==> config.mk <==
export PLATFORM = sky130hd
export DESIGN_NAME = mem_access_ctrl
export DESIGN_NICKNAME = d
export VERILOG_FILES = /design/src/rtl/mem_access_ctrl.sv
export SDC_FILE = /design/constraint.sdc
export NUM_CORES = 1
export LEC_CHECK = 0
export CAP_MARGIN = 20
export CORE_AREA = 2 2 123 125
export DETAILED_ROUTE_END_ITERATION = 6
export DIE_AREA = 0 0 125 127
export PLACE_DENSITY_LB_ADDON = 0.12
export SLEW_MARGIN = 20
export SYNTH_ARGS = -nofsm -noshare
export SYNTH_HDL_FRONTEND = slang
export SYNTH_SLANG_ARGS = --single-unit
==> constraint.sdc <==
create_clock -name clk -period 2.7 [get_ports clk]
set_input_delay 0.54 -clock clk [delete_from_list [all_inputs] [get_ports clk]]
set_output_delay 0.54 -clock clk [all_outputs]
set_load 0.005 [all_outputs]
==> src/rtl/mem_access_ctrl.sv <==
// ---------------------------------------------------------------------------
// mem_access_ctrl
//
// Purpose:
//   Bridges the M stage of the pipeline to a variable-latency data memory
//   that uses a req/ready handshake. For each load or store, the block
//   issues one request and freezes the pipeline until the memory answers.
//   It also builds byte enables, replicates store data across byte lanes,
//   and aligns and extends load data. Misaligned accesses and bus timeouts
//   are flagged.
//
// Ports:
//   clk, rst_n    pipeline clock, asynchronous active-low reset
//   MemWriteM     store in M stage
//   MemReadM      load in M stage
//   funct3M       access size/sign (LB/LH/LW/LBU/LHU, SB/SH/SW)
//   ALUResultM    byte address of the access
//   WriteDataM    store data, LSB-aligned
//   mem_req       request valid to the data memory
//   mem_we        1 = write
//   mem_addr      word-aligned address
//   mem_wdata     lane-replicated store data
//   mem_be        byte enables
//   mem_ready     memory completes the request this cycle
//   mem_rdata     read word, valid together with mem_ready
//   StallM        freezes the F/D/E/M pipeline registers
//   ReadDataM     aligned, extended load result (registered)
//   MisalignM     misaligned-access flag (combinational)
//   BusErrM       one-cycle timeout pulse
// ---------------------------------------------------------------------------
module mem_access_ctrl #(
  parameter int word_width = 32,
  parameter int TIMEOUT    = 16,
  parameter int CNT_W      = 5
) (
  input  logic                  clk,
  input  logic                  rst_n,
  input  logic                  MemWriteM,
  input  logic                  MemReadM,
  input  logic [2:0]            funct3M,
  input  logic [word_width-1:0] ALUResultM,
  input  logic [word_width-1:0] WriteDataM,
  output logic                  mem_req,
  output logic                  mem_we,
  output logic [word_width-1:0] mem_addr,
  output logic [word_width-1:0] mem_wdata,
  output logic [3:0]            mem_be,
  input  logic                  mem_ready,
  input  logic [word_width-1:0] mem_rdata,
  output logic                  StallM,
  output logic [word_width-1:0] ReadDataM,
  output logic                  MisalignM,
  output logic                  BusErrM
);

  typedef enum logic [1:0] {
    IDLE = 2'd0,
    WAIT = 2'd1,
    DONE = 2'd2
  } state_t;

  state_t                state_q;
  logic [CNT_W-1:0]      cnt_q;
  logic                  memReq_q;
  logic                  memWe_q;
  logic [word_width-1:0] memAddr_q;
  logic [word_width-1:0] memWdata_q;
  logic [3:0]            memBe_q;
  logic                  isLoad_q;
  logic [2:0]            funct3_q;
  logic [1:0]            off_q;
  logic [word_width-1:0] readData_q;
  logic                  busErr_q;

  logic                  access;
  logic                  isByte;
  logic                  isHalf;
  logic                  misaligned;
  logic [1:0]            off;
  logic [3:0]            memBe_d;
  logic [word_width-1:0] memWdata_d;
  logic [word_width-1:0] shifted;
  logic [word_width-1:0] loadData_d;

  // Decode of the incoming access. A set MemWriteM wins over MemReadM.
  // funct3 encodings outside byte/half are all handled as a full word.
  assign access     = MemWriteM | MemReadM;
  assign off        = ALUResultM[1:0];
  assign isByte     = (funct3M[1:0] == 2'b00);
  assign isHalf     = (funct3M[1:0] == 2'b01);
  assign misaligned = (isHalf & off[0]) | (~isByte & ~isHalf & (off != 2'b00));

  // Byte enables and lane-replicated store data for the request about to
  // be issued. Replication lets the memory take data from whichever lanes
  // are enabled without shifting anything itself.
  always_comb begin
    memBe_d    = 4'hF;
    memWdata_d = WriteDataM;
    if (isByte) begin
      memBe_d    = 4'b0001 << off;
      memWdata_d = {(word_width/8){WriteDataM[7:0]}};
    end else if (isHalf) begin
      memBe_d    = 4'b0011 << off;
      memWdata_d = {(word_width/16){WriteDataM[15:0]}};
    end
  end

  // Align the returned word so the addressed byte/half sits in the LSBs,
  // then sign- or zero-extend it according to the captured funct3.
  always_comb begin
    shifted = mem_rdata >> {off_q, 3'b000};
    case (funct3_q)
      3'b000:  loadData_d = {{(word_width-8){shifted[7]}}, shifted[7:0]};
      3'b001:  loadData_d = {{(word_width-16){shifted[15]}}, shifted[15:0]};
      3'b100:  loadData_d = {{(word_width-8){1'b0}}, shifted[7:0]};
      3'b101:  loadData_d = {{(word_width-16){1'b0}}, shifted[15:0]};
      default: loadData_d = mem_rdata;
    endcase
  end

  // Access sequencer. Request fields are captured once in IDLE and held
  // through WAIT. DONE is a single cycle with the stall released, so the
  // pipeline advances exactly once and the same M-stage instruction is
  // never issued twice.
  always_ff @(posedge clk or negedge rst_n) begin
    if (!rst_n) begin
      state_q    <= IDLE;
      cnt_q      <= '0;
      memReq_q   <= 1'b0;
      memWe_q    <= 1'b0;
      memAddr_q  <= '0;
      memWdata_q <= '0;
      memBe_q    <= 4'h0;
      isLoad_q   <= 1'b0;
      funct3_q   <= 3'b000;
      off_q      <= 2'b00;
      readData_q <= '0;
      busErr_q   <= 1'b0;
    end else begin
      busErr_q <= 1'b0;
      case (state_q)
        IDLE: begin
          if (access && !misaligned) begin
            memReq_q   <= 1'b1;
            memWe_q    <= MemWriteM;
            memAddr_q  <= {ALUResultM[word_width-1:2], 2'b00};
            memWdata_q <= memWdata_d;
            memBe_q    <= memBe_d;
            isLoad_q   <= ~MemWriteM;
            funct3_q   <= funct3M;
            off_q      <= off;
            cnt_q      <= '0;
            state_q    <= WAIT;
          end
        end
        WAIT: begin
          if (mem_ready) begin
            memReq_q <= 1'b0;
            memWe_q  <= 1'b0;
            if (isLoad_q) begin
              readData_q <= loadData_d;
            end
            state_q <= DONE;
          end else if (cnt_q == CNT_W'(TIMEOUT - 1)) begin
            // The memory never answered: abandon the request and report it.
            memReq_q   <= 1'b0;
            memWe_q    <= 1'b0;
            readData_q <= '0;
            busErr_q   <= 1'b1;
            state_q    <= DONE;
          end else begin
            cnt_q <= cnt_q + CNT_W'(1);
          end
        end
        DONE: begin
          cnt_q   <= '0;
          state_q <= IDLE;
        end
        default: begin
          state_q <= IDLE;
        end
      endcase
    end
  end

  // The stall is raised in IDLE as soon as a legal access appears, so the
  // instruction is held in M before the request is even registered. It is
  // gated by rst_n so that asserting reset releases the pipeline at once.
  assign StallM    = rst_n & (((state_q == IDLE) & access & ~misaligned) |
                              (state_q == WAIT));
  assign MisalignM = (state_q == IDLE) & access & misaligned;

  assign mem_req   = memReq_q;
  assign mem_we    = memWe_q;
  assign mem_addr  = memAddr_q;
  assign mem_wdata = memWdata_q;
  assign mem_be    = memBe_q;
  assign ReadDataM = readData_q;
  assign BusErrM   = busErr_q;

endmodule

**Word level (Yosys, flattened, before mapping)**

Cells that the tools add are included.

- Add/subtract/negate cells: 1
- Multiply operators: 0
- Divide/modulo/power cells: 0
- Order comparisons: 0
- Eq/ne operators: 12
- Shifts and indexed selects: 3
- Multiplexer cells: 25
- Bitwise operators: 14
- Reductions and logical operators: 14

Operators by type and width:

| cell | number |
|---|---|
| $mux W32 | 5 |
| $pmux W32 S4 | 1 |
| $shr A32 B5 Y16 | 1 |
| $mux W5 | 3 |
| $pmux W5 S3 | 1 |
| $mux W4 | 2 |
| $and A1 B1 Y1 | 7 |
| $mux W1 | 7 |
| $eq A3 B3 Y1 const B | 2 |
| $mux W2 | 3 |
| $ne A2 B2 Y1 const B | 3 |
| $reduce_and A3 Y1 | 2 |
| $reduce_bool A2 Y1 | 3 |
| $add A5 B1 Y5 const B | 1 |
| $eq A5 B4 Y1 const B | 1 |
| $eq A2 B1 Y1 const B | 2 |
| $logic_not A2 Y1 | 2 |
| $not A1 Y1 | 4 |
| $pmux W1 S2 | 2 |
| $pmux W2 S2 | 1 |
| $reduce_and A2 Y1 | 2 |
| $reduce_and A4 Y1 | 1 |
| $shl A1 B2 Y4 const A | 1 |
| $shl A2 B2 Y4 const A | 1 |
| other kinds (9) | 11 |

- Register bits after elaboration: 114
- Bits in latches: 0
- RAM bits: 0
- ROM bits: 0
- Output and inout bits: 105
- Memories: 0

**Longest topological paths before layout**

- Depth after elaboration: 9
- Depth in mapped cells: 9

**Worst setup path after synthesis**

OpenSTA, ideal clock, no wires.

- Path kind: input to output
- Start: in ALUResultM[0]
- End: out StallM
- Arrival: 1.526 ns
- Required time: 2.160 ns
- Setup slack: 0.634 ns
- Stages on the path: 6
- Path through: inv_1 ha_1 nand2b_1 nand4_2 buf_2 a21boi_0

- Cells in the longest elaborated chain, start to end: 7
- Elaborated cells on any way between the ends: 8

RTL lines:

| element | RTL line | source |
|---|---|---|
| start: declaration | 41 | `input logic [word_width-1:0] ALUResultM,` |
| $reduce_bool A2 Y1 | 91 | `assign misaligned = (isHalf & off[0]) \| (~isByte & ~isHalf & (off != 2'b00));` |
| $and A1 B1 Y1 | 91 |  |
| $or A1 B1 Y1 (*) | 91 |  |
| $not A1 Y1 (*) | 189 | `assign StallM = rst_n & (((state_q == IDLE) & access & ~misaligned) \|` |
| $and A1 B1 Y1 (*) | 189 |  |
| $or A1 B1 Y1 (*) | 189 |  |
| $and A1 B1 Y1 (*) | 189 |  |
| end: declaration | 50 | `output logic StallM,` |

Every way passes the cells marked *; elsewhere a longest branch is shown, timed or not.

**Final worst setup path**

Ends and elaborated chain as after synthesis.

==> results.md <==
- Ant. Diodes: 0
- Synth top area share: 52.5%
- Largest cells by area after synthesis: dfrtp_1 53%, mux2i_1 5.7%, mux2_2 5.4%
- Overall power: 8.20 mW
- H-Tree Depth: 4
- Distinct cell type count after synthesis: 53
- Most used flip-flop cell after synthesis: dfrtp_1
- Slew @ Worst Pin: 0.784 ns
- Worst IR Drop VDD: 0.534 mV
- Cell with the most instances after synthesis: dfrtp_1
- Max_cap viols: 0
- Register bit total from synthesis: 114
- Port Buf Inserts: 206
- CTS Buf Count: 17
- Area Overhead vs Synth: 51.6%
- Static Leakage: 3.50 nW
- Clock sink count: 114
- Setup crit end kind: primary output
- Die Height: 127 microns
- Setup violators final: 0
- Status: complete, no violations
- Pre-CTS WS: -0.132 ns
- List of most frequent post-synthesis cells: 114 x dfrtp_1, 58 x nand2_1, 48 x o21ai_0
- Final worst-path cycle share: 89.9%
- Setup slack, reg-to-reg: 0.67 ns
- Final hold vios: 0
- Max-slew headroom: 47.7%
- NetSw: 2.47 mW
- Filler instances: 1253
- GRT Util Overall: 19.3%
- DR pass1 iterations: 5
- Internal power: 5.73 mW
- Asr flop ratio synth: 100%
- Avg Cell Area, Syn: 10.9 sq um
- Synth Instances: 499
- Max frequency: 412 MHz
- Tmin final: 2.43 ns
- Layout cell share with drive strength beyond 1: 12.5%
- Startpoint Class: input port
- DR DRC count: 0
- Worst Path Max Fanout: 3
- Die X: 125 microns
- Initial core utilization: 37.6%
- Vias/cell: 5.11
- Pin count of the biggest net entering global routing: 62
- Top Ports: 209
- Worst-Skew Late Latency: 0.40 ns
- Total core area: 0.0144 sq mm
- First-pass GRT wire length: 24300 microns
- TritonCTS clock tree: done
- EDFF count, synth: 0
- Final #Nets: 821
- Die ar.: 0.0159 sq mm
- Min-Delay Path Class: input port to asynchronous set/reset pin
- Clock Skews: 0.00526 ns
- Cell taking the most area after synthesis: dfrtp_1
- Clk slew on worst S/H paths: 0.05 ns
- Pwr dens: 996 mW/mm^2
- Routed wire length: 15100 microns
- Clk root buf: clkbuf_16
- Net Sw Frac: 30.2%
- Required @ worst endpoint: 2.16 ns
- Grt total ovfl: 0
- Dpl hpwl: 10900 microns
- WP data arrival: 1.89 ns
- Vias post-DR: 4628
- Post-CTS setup buffers: 0
- Reg power frac: 35.3%
- Synth warn: 0
- Final Max Tran Viols: 0
- Clk pwr share: 25.2%
- Drt wl/cell: 16.7 microns
- Core Rows: 44
- Initial antenna violation count: 0
- Setup WS post-layout: 0.271 ns
- Number of global-route vias before repair: 4841
- Hold Worst Slack: 0.476 ns
- CP Class: input port to primary output
- RSZ-0062 raised after global routing: false
- Comb power frac: 39.5%
- Final core area utilization: 57.1%
- Netlist area before placement: 0.00543 sq mm
- Routed Antenna Nets: 0
- Clock Tree Buf Depth: 2
- Register area share after synthesis: 52.5%
- Initial drt markers: 256
- Gpl congestion: 0.891
[timing repair]
item / in CTS / in global routing
endpoints found under the hold margin: 1 / 0
hold buffers: 1 / 0
resized for setup: 4 / 0
setup endpoints to repair: 2 / 0
[power groups by stage]
stage	sequential [mW]	clock (mW)	combinational, mW
after floorplan	2.86	0	1.40
after global placement	2.88	0	3.22
after detailed placement	2.92	0	3.26
after CTS	2.90	2.12	3.28
after global routing	3.02	2.20	3.53
final	2.90	2.07	3.24
[stage by stage]
stage	setup TNS, ns	cell area, sq um	cells
floorplan	0	5430	500
global route	0	8230	906
global placement	-0.180	7670	875
finish	0	8230	906
detailed placement	-0.225	7670	875
CTS	0	8230	906
[critical path, cell delays in order]
cell	delay [ns]
clkdlybuf4s50_1	0.49
inv_1	0.06
ha_1	0.20
nand2b_4	0.16
nand4_4	0.09
a21boi_1	0.07
dlygate4sd2_1	0.27
[cell usage in the layout (no fill, tap or decap), types with 4 or more instances in the layout]
cell type	instances
o211ai_1	4
clkdlybuf4s50_1	203
a21oi_1	28
o21ai_1	27
mux2i_1	31
clkbuf_8	4
inv_1	9
ha_1	6
mux2_2	26
nor2_1	17
clkbuf_16	17
nand2b_1	7
buf_4	21
o2bb2ai_1	6
nand2_1	58
mux2_1	16
dfrtp_1	114
o31ai_1	6
clkinv_2	5
o21ai_0	48
a22oi_1	16
[final timing paths]
check / depth (start not counted) / from / to
max reg2reg: 7 / cnt_q[0] / cnt_q[3]
min: 2 / rst_n / ReadDataM[30]
max: 7 / ALUResultM[0] / StallM
max in group asynchronous: 3 / rst_n / mem_wdata[13]
min reg2reg: 2 / mem_wdata[12] / mem_wdata[12]
min in group clk: 2 / mem_wdata[12] / mem_wdata[12]
[cells by family (layout without fill, tap and decap cells)]
logic type               after synthesis  count (layout)  synth area share [%]
AND/OR/NAND/NOR                      108             108                  9.40
flip-flops                           114             114                  52.5
AO/OA/AOI/OAI                        149             149                  16.4
adder cells (fa/ha/maj)                6               6                  1.38
other                                  1               2                0.0691
multiplexers                          75              75                  15.0
buffers and inverters                 46             268                  5.23
[layout make-up]
cell class              instances  area [sq um]  area share [%]
clock inverters                 6          55.1           0.669
flip-flops and latches        114          2850            34.7
inverters                       9          33.8           0.410
multi-input cells             340          2310            28.1
clock buffers                  24           492            5.97
repair buffers                229          2260            27.4
well taps                     184           230            2.80
[state kept, by name, indices dropped and copies added, names as in the netlist]
name and cells:
BusErrM 1, ReadDataM 32, cnt_q 5, funct3_q 3
isLoad_q 1, mem_addr 30, mem_be 4, mem_req 1
mem_wdata 32, mem_we 1, off_q 2, state_q 2
[per-layer routing]
| layer | routed length, microns | global-route usage (%) |
|---|---|---|
| met4 | 288 | 7.78 |
| met1 | 6240 | 22.8 |
| met3 | 1420 | 8.17 |
| met2 | 7150 | 31.2 |
| met5 | 0 | 0 |
Power figures use the tool's default switching activity.
